==> config.mk <==
export PLATFORM = sky130hd
export DESIGN_NAME = slot_allocator
export DESIGN_NICKNAME = d
export VERILOG_FILES = /design/src/rtl/slot_allocator.sv
export SDC_FILE = /design/constraint.sdc
export NUM_CORES = 1
export LEC_CHECK = 0
export ABC_AREA = 1
export ABC_CLOCK_PERIOD_IN_PS = 6600
export BUFFER_PORTS_ARGS = -buffer_cell sky130_fd_sc_hd__buf_2
export CAP_MARGIN = 5
export CORE_AREA = 4 4 60 62
export CTS_CLUSTER_DIAMETER = 100
export DETAILED_ROUTE_END_ITERATION = 6
export DIE_AREA = 0 0 64 66
export MAX_ROUTING_LAYER = met4
export PLACE_DENSITY_LB_ADDON = 0.1
export SLEW_MARGIN = 30
export SYNTH_ARGS = -nofsm -noshare
export SYNTH_HDL_FRONTEND = slang
export SYNTH_SLANG_ARGS = --single-unit
==> constraint.sdc <==
create_clock -name clk -period 6.6 [get_ports clk]
set_input_delay 1.32 -clock clk [delete_from_list [all_inputs] [get_ports clk]]
set_output_delay 1.32 -clock clk [all_outputs]
set_load 0.02 [all_outputs]
==> src/rtl/slot_allocator.sv <==
// Slot allocator: grants the lowest-index free slot out of 2**WIDTH and
// accepts per-slot releases, flagging frees of slots that are not held.
module slot_allocator #(
   parameter int WIDTH = 4
) (
   input  logic                  clk,
   input  logic                  rst_n,
   input  logic                  alloc_req,
   output logic                  alloc_gnt,
   output logic [WIDTH-1:0]      alloc_idx,
   input  logic                  free_vld,
   input  logic [WIDTH-1:0]      free_idx,
   output logic [(1<<WIDTH)-1:0] busy_map,
   output logic [WIDTH:0]        count,
   output logic                  full,
   output logic                  empty,
   output logic                  err_double_free
);

   localparam int N = 1 << WIDTH;
   typedef logic [WIDTH:0] cnt_t;

   logic [N-1:0]     busy_q, busy_d;
   cnt_t             count_q, count_d;
   logic             err_q, err_d;
   logic [WIDTH-1:0] sel_idx;
   logic             legal_free;

   // Descending scan so the lowest clear bit is the last one written.
   always_comb begin
      sel_idx = '0;
      for (int i = N - 1; i >= 0; i--) begin
         if (!busy_q[i]) sel_idx = WIDTH'(i);
      end
   end

   assign full      = (count_q == cnt_t'(N));
   assign empty     = (count_q == '0);
   assign alloc_gnt = alloc_req & ~full;
   assign alloc_idx = sel_idx;

   // NOTE: every combinational output gets a default before any branch,
   // otherwise a path that skips the assignment infers a latch.
   always_comb begin
      busy_d     = busy_q;
      count_d    = count_q;
      legal_free = free_vld &  busy_q[free_idx];
      err_d      = free_vld & ~busy_q[free_idx];
      if (legal_free) busy_d[free_idx] = 1'b0;
      // sel_idx is a currently free slot, so it never collides with free_idx.
      if (alloc_gnt) busy_d[sel_idx] = 1'b1;
      if (alloc_gnt && !legal_free)      count_d = count_q + cnt_t'(1);
      else if (legal_free && !alloc_gnt) count_d = count_q - cnt_t'(1);
   end

   // NOTE: state registers use non-blocking assignments so every flop
   // samples pre-edge values regardless of statement order.
   always_ff @(posedge clk or negedge rst_n) begin
      if (!rst_n) begin
         busy_q  <= '0;
         count_q <= '0;
         err_q   <= 1'b0;
      end else begin
         busy_q  <= busy_d;
         count_q <= count_d;
         err_q   <= err_d;
      end
   end

   assign busy_map        = busy_q;
   assign count           = count_q;
   assign err_double_free = err_q;

endmodule
[After elaboration in Yosys (flattened, before gate mapping)]
Index checks and enable logic that the tools add are counted.
Word-level totals
  register bits: 22
  word-level logic and storage cells: 52
Cells by class
  order comparisons: 4
  muxes and demuxes: 26
  reduce and logical (&&, ||, !) cells: 8
  add/sub/neg operators: 2
  eq/ne operators: 1
  bitwise operators: 8
Operators with widths (number)
  4-bit 2-to-1 mux: 16
  16-bit 2-to-1 mux: 2
  16-bit bitwise AND: 1
  16-bit NOT: 1
  16-bit OR: 1
  4-bit by 5-bit less-than comparator with 1-bit output (second input constant): 2
  5-bit 2-to-1 mux: 2
  1-bit demux with 4-bit select: 2
  4-bit by 1-bit greater-or-equal comparator with 1-bit output (second input constant): 2
  5-bit by 1-bit adder with 5-bit output (second input constant): 1
  5-bit equality test (second input constant): 1
  5-bit zero test: 1
  5-bit by 1-bit subtractor with 5-bit output (second input constant): 1
  1-bit binary-select mux with 4-bit select: 1
  1-bit logical AND: 4
  1-bit bitwise AND: 3
  1-bit 2-to-1 mux: 3
  1-bit zero test: 2
  1-bit NOT: 2
  2-bit nonzero test: 1

[Depth between registers and ports, before layout]
  word-level depth: 22
  depth in mapped cells: 18
  gate-level depth less buffers: 17

[Worst setup path before layout]
Ideal clock, no wire load.
  kind: input -> register
  start point: input port free_idx[1]
  end point: register count_q[4], in the netlist count[4]
  data arrival time: 3.431 ns
  path slack: 3.037 ns
  stages: 18
  path buffers: 2
  cell sequence: buf_6 -> nor2_2 -> a22oi_1 -> o211ai_1 -> nand2_2 -> nand4_4 -> buf_8 -> nand2_1 -> ha_1 -> inv_1 -> fa_1 -> a21oi_1 -> nor2_1 -> nor2_1 -> nand2_1 -> nand2_1 -> nor2_1 -> xor2_1
On the way
  cells in the longest elaborated chain, start to end: 6
  elaborated cells on any way between the ends: 8
  classes of those cells: mux: 3; bitwise: 1; reduce/logical: 4
Ends and longest elaborated chain
  start, declared: line 12  | input logic [WIDTH-1:0] free_idx,
  1-bit binary-select mux with 4-bit select *: line 47  | legal_free = free_vld & busy_q[free_idx];
  1-bit 2-to-1 mux (implied by the code) *: line 47
  1-bit bitwise AND *: line 47
  1-bit zero test: line 52  | if (alloc_gnt && !legal_free) count_d = count_q + cnt_t'(1);
  1-bit logical AND: line 52
  5-bit 2-to-1 mux or 2-bit nonzero test (tied branches)
  end signal, assigned: line 65  | count_q <= count_d;
  end, declared: line 24  | cnt_t count_q, count_d;
Mark *: on every way between the ends. The rest lies on a longest branch, timed or not. The select of a mux whose other input is x is not followed.
A chain may end at the register's enable or synchronous reset.

[Worst setup path after layout]
Ends and elaborated chain as after synthesis.

==> flow_summary.toml <==
[status]
status = "complete, no violations"

[global_route]
grt_overflow_total = 0
antenna_found_initial = 0
grt_usage_pct = 23.42
grt_pass1_vias = 1609
grt_max_degree = 23
grt_pass1_wl_mm = 7.500

[critical_path]
cp_max_fo = 18
critPathKind = "in -> reg"
slowest_delay_ns = 0.42
setup.worst_path.start_class = "input port"
cp-end-kind = "flip-flop"
worst_ep_required_time_ns = 6.81
cp_data_arrival_time_ns = 3.85
cpMaxStageDelayCell = "fa_1"
path_cells = "buf_2 -> nor2_2 -> a22oi_1 -> o211ai_1 -> nand3_2 -> nand4_4 -> nand2_1 -> ha_1 -> inv_1 -> fa_1 -> a21oi_1 -> nor2_1 -> nor2_1 -> nand2_1 -> nand2_1 -> nor2_1 -> xor2_1"

[floorplanning]
core_area_mm2 = 0.003028
die-area_mm2 = 0.004224
die-width_um = 64
rows = 20
start_util_pct = 54.67
io_pins = 37
die_h_um = 66

[clocking]
cts_root_buf = "clkbuf_4"
cts_buffers = 3
clk_pin_slew_ns = 0.13
cts_hold_buf = 0
cts.sinks = 22
insertion_delay_ns = 0.31
cts.repair.resized = 0
cts_buffer_depth = 2
htreeDepth = 1
cts_tree = "built"
post_cts_buffers = 0

[drt]
drt_first_pass_iters = 5
wl_per_cell_um = 14.48
top_layer = "met4"
wl_mm = 4.430
route.met3.wl_um = 221
vias_per_cell = 5.425
wl_met1_mm = 1.948
wl_met2_mm = 2.169
drc = 0
ant_nets = 0
vias = 1660
dr.first_iter.drc_count = 142

[synthesis]
synth_area_mm2 = 0.001655
synth-simple-area-share_pct = 44.37
netlist_top_cells_area = "dfrtp_1, nand2_1, nand3_1"
synth_top_area_share_pct = 33.26
synth_seq_cells = 22
yosysWarnings = 0
synth_async_sr_flop_share_pct = 100.0
synth-compound-area-share_pct = 8.163
synth_edf_count = 0
synth_top_family_by_area = "simple AND/OR/NAND/NOR gates"
synthAdderAreaFrac_pct = 4.233
synthMuxAreaShare_pct = 0
synth.largest_area_cell = "dfrtp_1"
synth_nets = 242
avgSynthCellArea_um2 = 7.229
synth-xor-area-share_pct = 1.058
ys.flop_type = "dfrtp_1"
ys_seq_area_share_pct = 33.26
synthCells = 229
synth_cell_types = 32

[finish]
layout.area.seq_um2 = 550.5
antennaDiodeCount = 0
post-route-util_pct = 61.28
fillers = 294
area_delta_synth_final_pct = 12.09
multiInputGateArea_um2 = 957.2
final_area_mm2 = 0.001856
nets = 277
fin_cells = 306
layout-drive-gt1-share_pct = 24.05

[timing]
post-route-worst-setup-slack_ns = 2.964
fmax_ghz = 0.2750
fin_setup_tns_ns = 0
tightest_slew_ns = 0.5150
fin_crit_sh_pct = 55.09
period_needed_ns = 3.636
setup_viol = 0
slew_violations = 0
rsz0062_at_grt = "no"
finalHoldViolCount = 0
holdWs_ns = 0.5316
relSlewSlack_pct = 65.67
finClkSkew_ns = 0.005897

[flow_run]
maxCapViolCount = 0

[place]
portBuffers = 36
place_ws_ns = 2.629
place_congestion = 0.8881
dpl-instance-area_mm2 = 0.001833
dp_cells = 303
dp_hpwl_mm = 3.385

[hold_path]
min_path_type = "reg -> reg"

[power_and_ir_drop]
p_total_uw = 891.4
power_density_mw_per_mm2 = 480.4
p_leak_nw = 0.9291
peakVddDrop_v = 0.0002692
## layout by cell type, fill, tap and decap left out, drive strengths merged
cell / n
ha: 4
nand3: 38
a21o: 1
clkinv: 1
o211ai: 2
nand2: 64
a21oi: 6
a21boi: 1
fa: 1
dfrtp: 22
clkbuf: 3
inv: 23
a31o: 1
buf: 36
nor2: 35
o21ai: 5
nand4: 11
a22oi: 4
xnor2: 1
nor3b: 1
xor2: 1
or2: 1
## registers in the layout (all words and copies together), names as in the netlist
name             flops
busy_map            16
err_double_free      1
count                5
## Yosys cell counts, types with 2 or more instances
library cell  count
a22oi_1           4
nor2_1           32
buf_6             3
o211ai_1          2
inv_2             3
nand4_1          10
ha_1              4
inv_1            20
nand3_2           9
nor2_2            2
a21oi_1           5
nand2_1          59
dfrtp_1          22
o21ai_0           4
nand2_2           5
nand3_1          29
## layer usage
layer / vias up / GRT usage [%]
met5: - / -
met4: 0 / 8.356
met3: 10 / 2.551
met2: 53 / 40.00
met1: 770 / 28.74
li1: 827 / -
## cells by family after synthesis
kind of cell,after synthesis
buffers and inverters,30
AOI/OAI and AO/OA,20
adders and majority gates,5
DFF,22
xor gates and xnor gates,2
and+or+nand+nor,150
## cell type report
| cell class | count | area share (%) |
|---|---|---|
| Inverter | 24 | 4.855 |
| Timing Repair Buffer | 36 | 9.710 |
| Tap cell | 44 | 2.967 |
| Clock buffer | 3 | 1.214 |
| Sequential cell | 22 | 29.67 |
| Multi-Input combinational cell | 177 | 51.58 |
## path summary, 6_finish.rpt
kind | from | end | slack (ns) | cells past startpoint
min reg2reg | count[4] | count[4] | 0.53 | 1
min | count[4] | count[4] | 0.53 | 1
min in group asynchronous | rst_n | count[3] | 0.96 | 1
max in group asynchronous | rst_n | busy_map[8] | 5.29 | 1
max reg2reg | busy_map[0] | count[4] | 3.72 | 15
max | free_idx[1] | count[4] | 2.96 | 17
## critical path: cells and delay by family
kind | cells | cell delay, ns
AND/OR/NAND/NOR | 9 | 1.00
adder cells (fa/ha/maj) | 2 | 0.61
AO/OA/AOI/OAI | 3 | 0.47
buffers and inverters | 2 | 0.30
XOR/XNOR | 1 | 0.14
## where the power goes
part           total [mW]  switching (mW)  internal, mW
clock network      0.0635          0.0422        0.0213
registers           0.273          0.0851         0.188
logic               0.555           0.374         0.181
No activity file was read; power rests on OpenSTA's default activity.
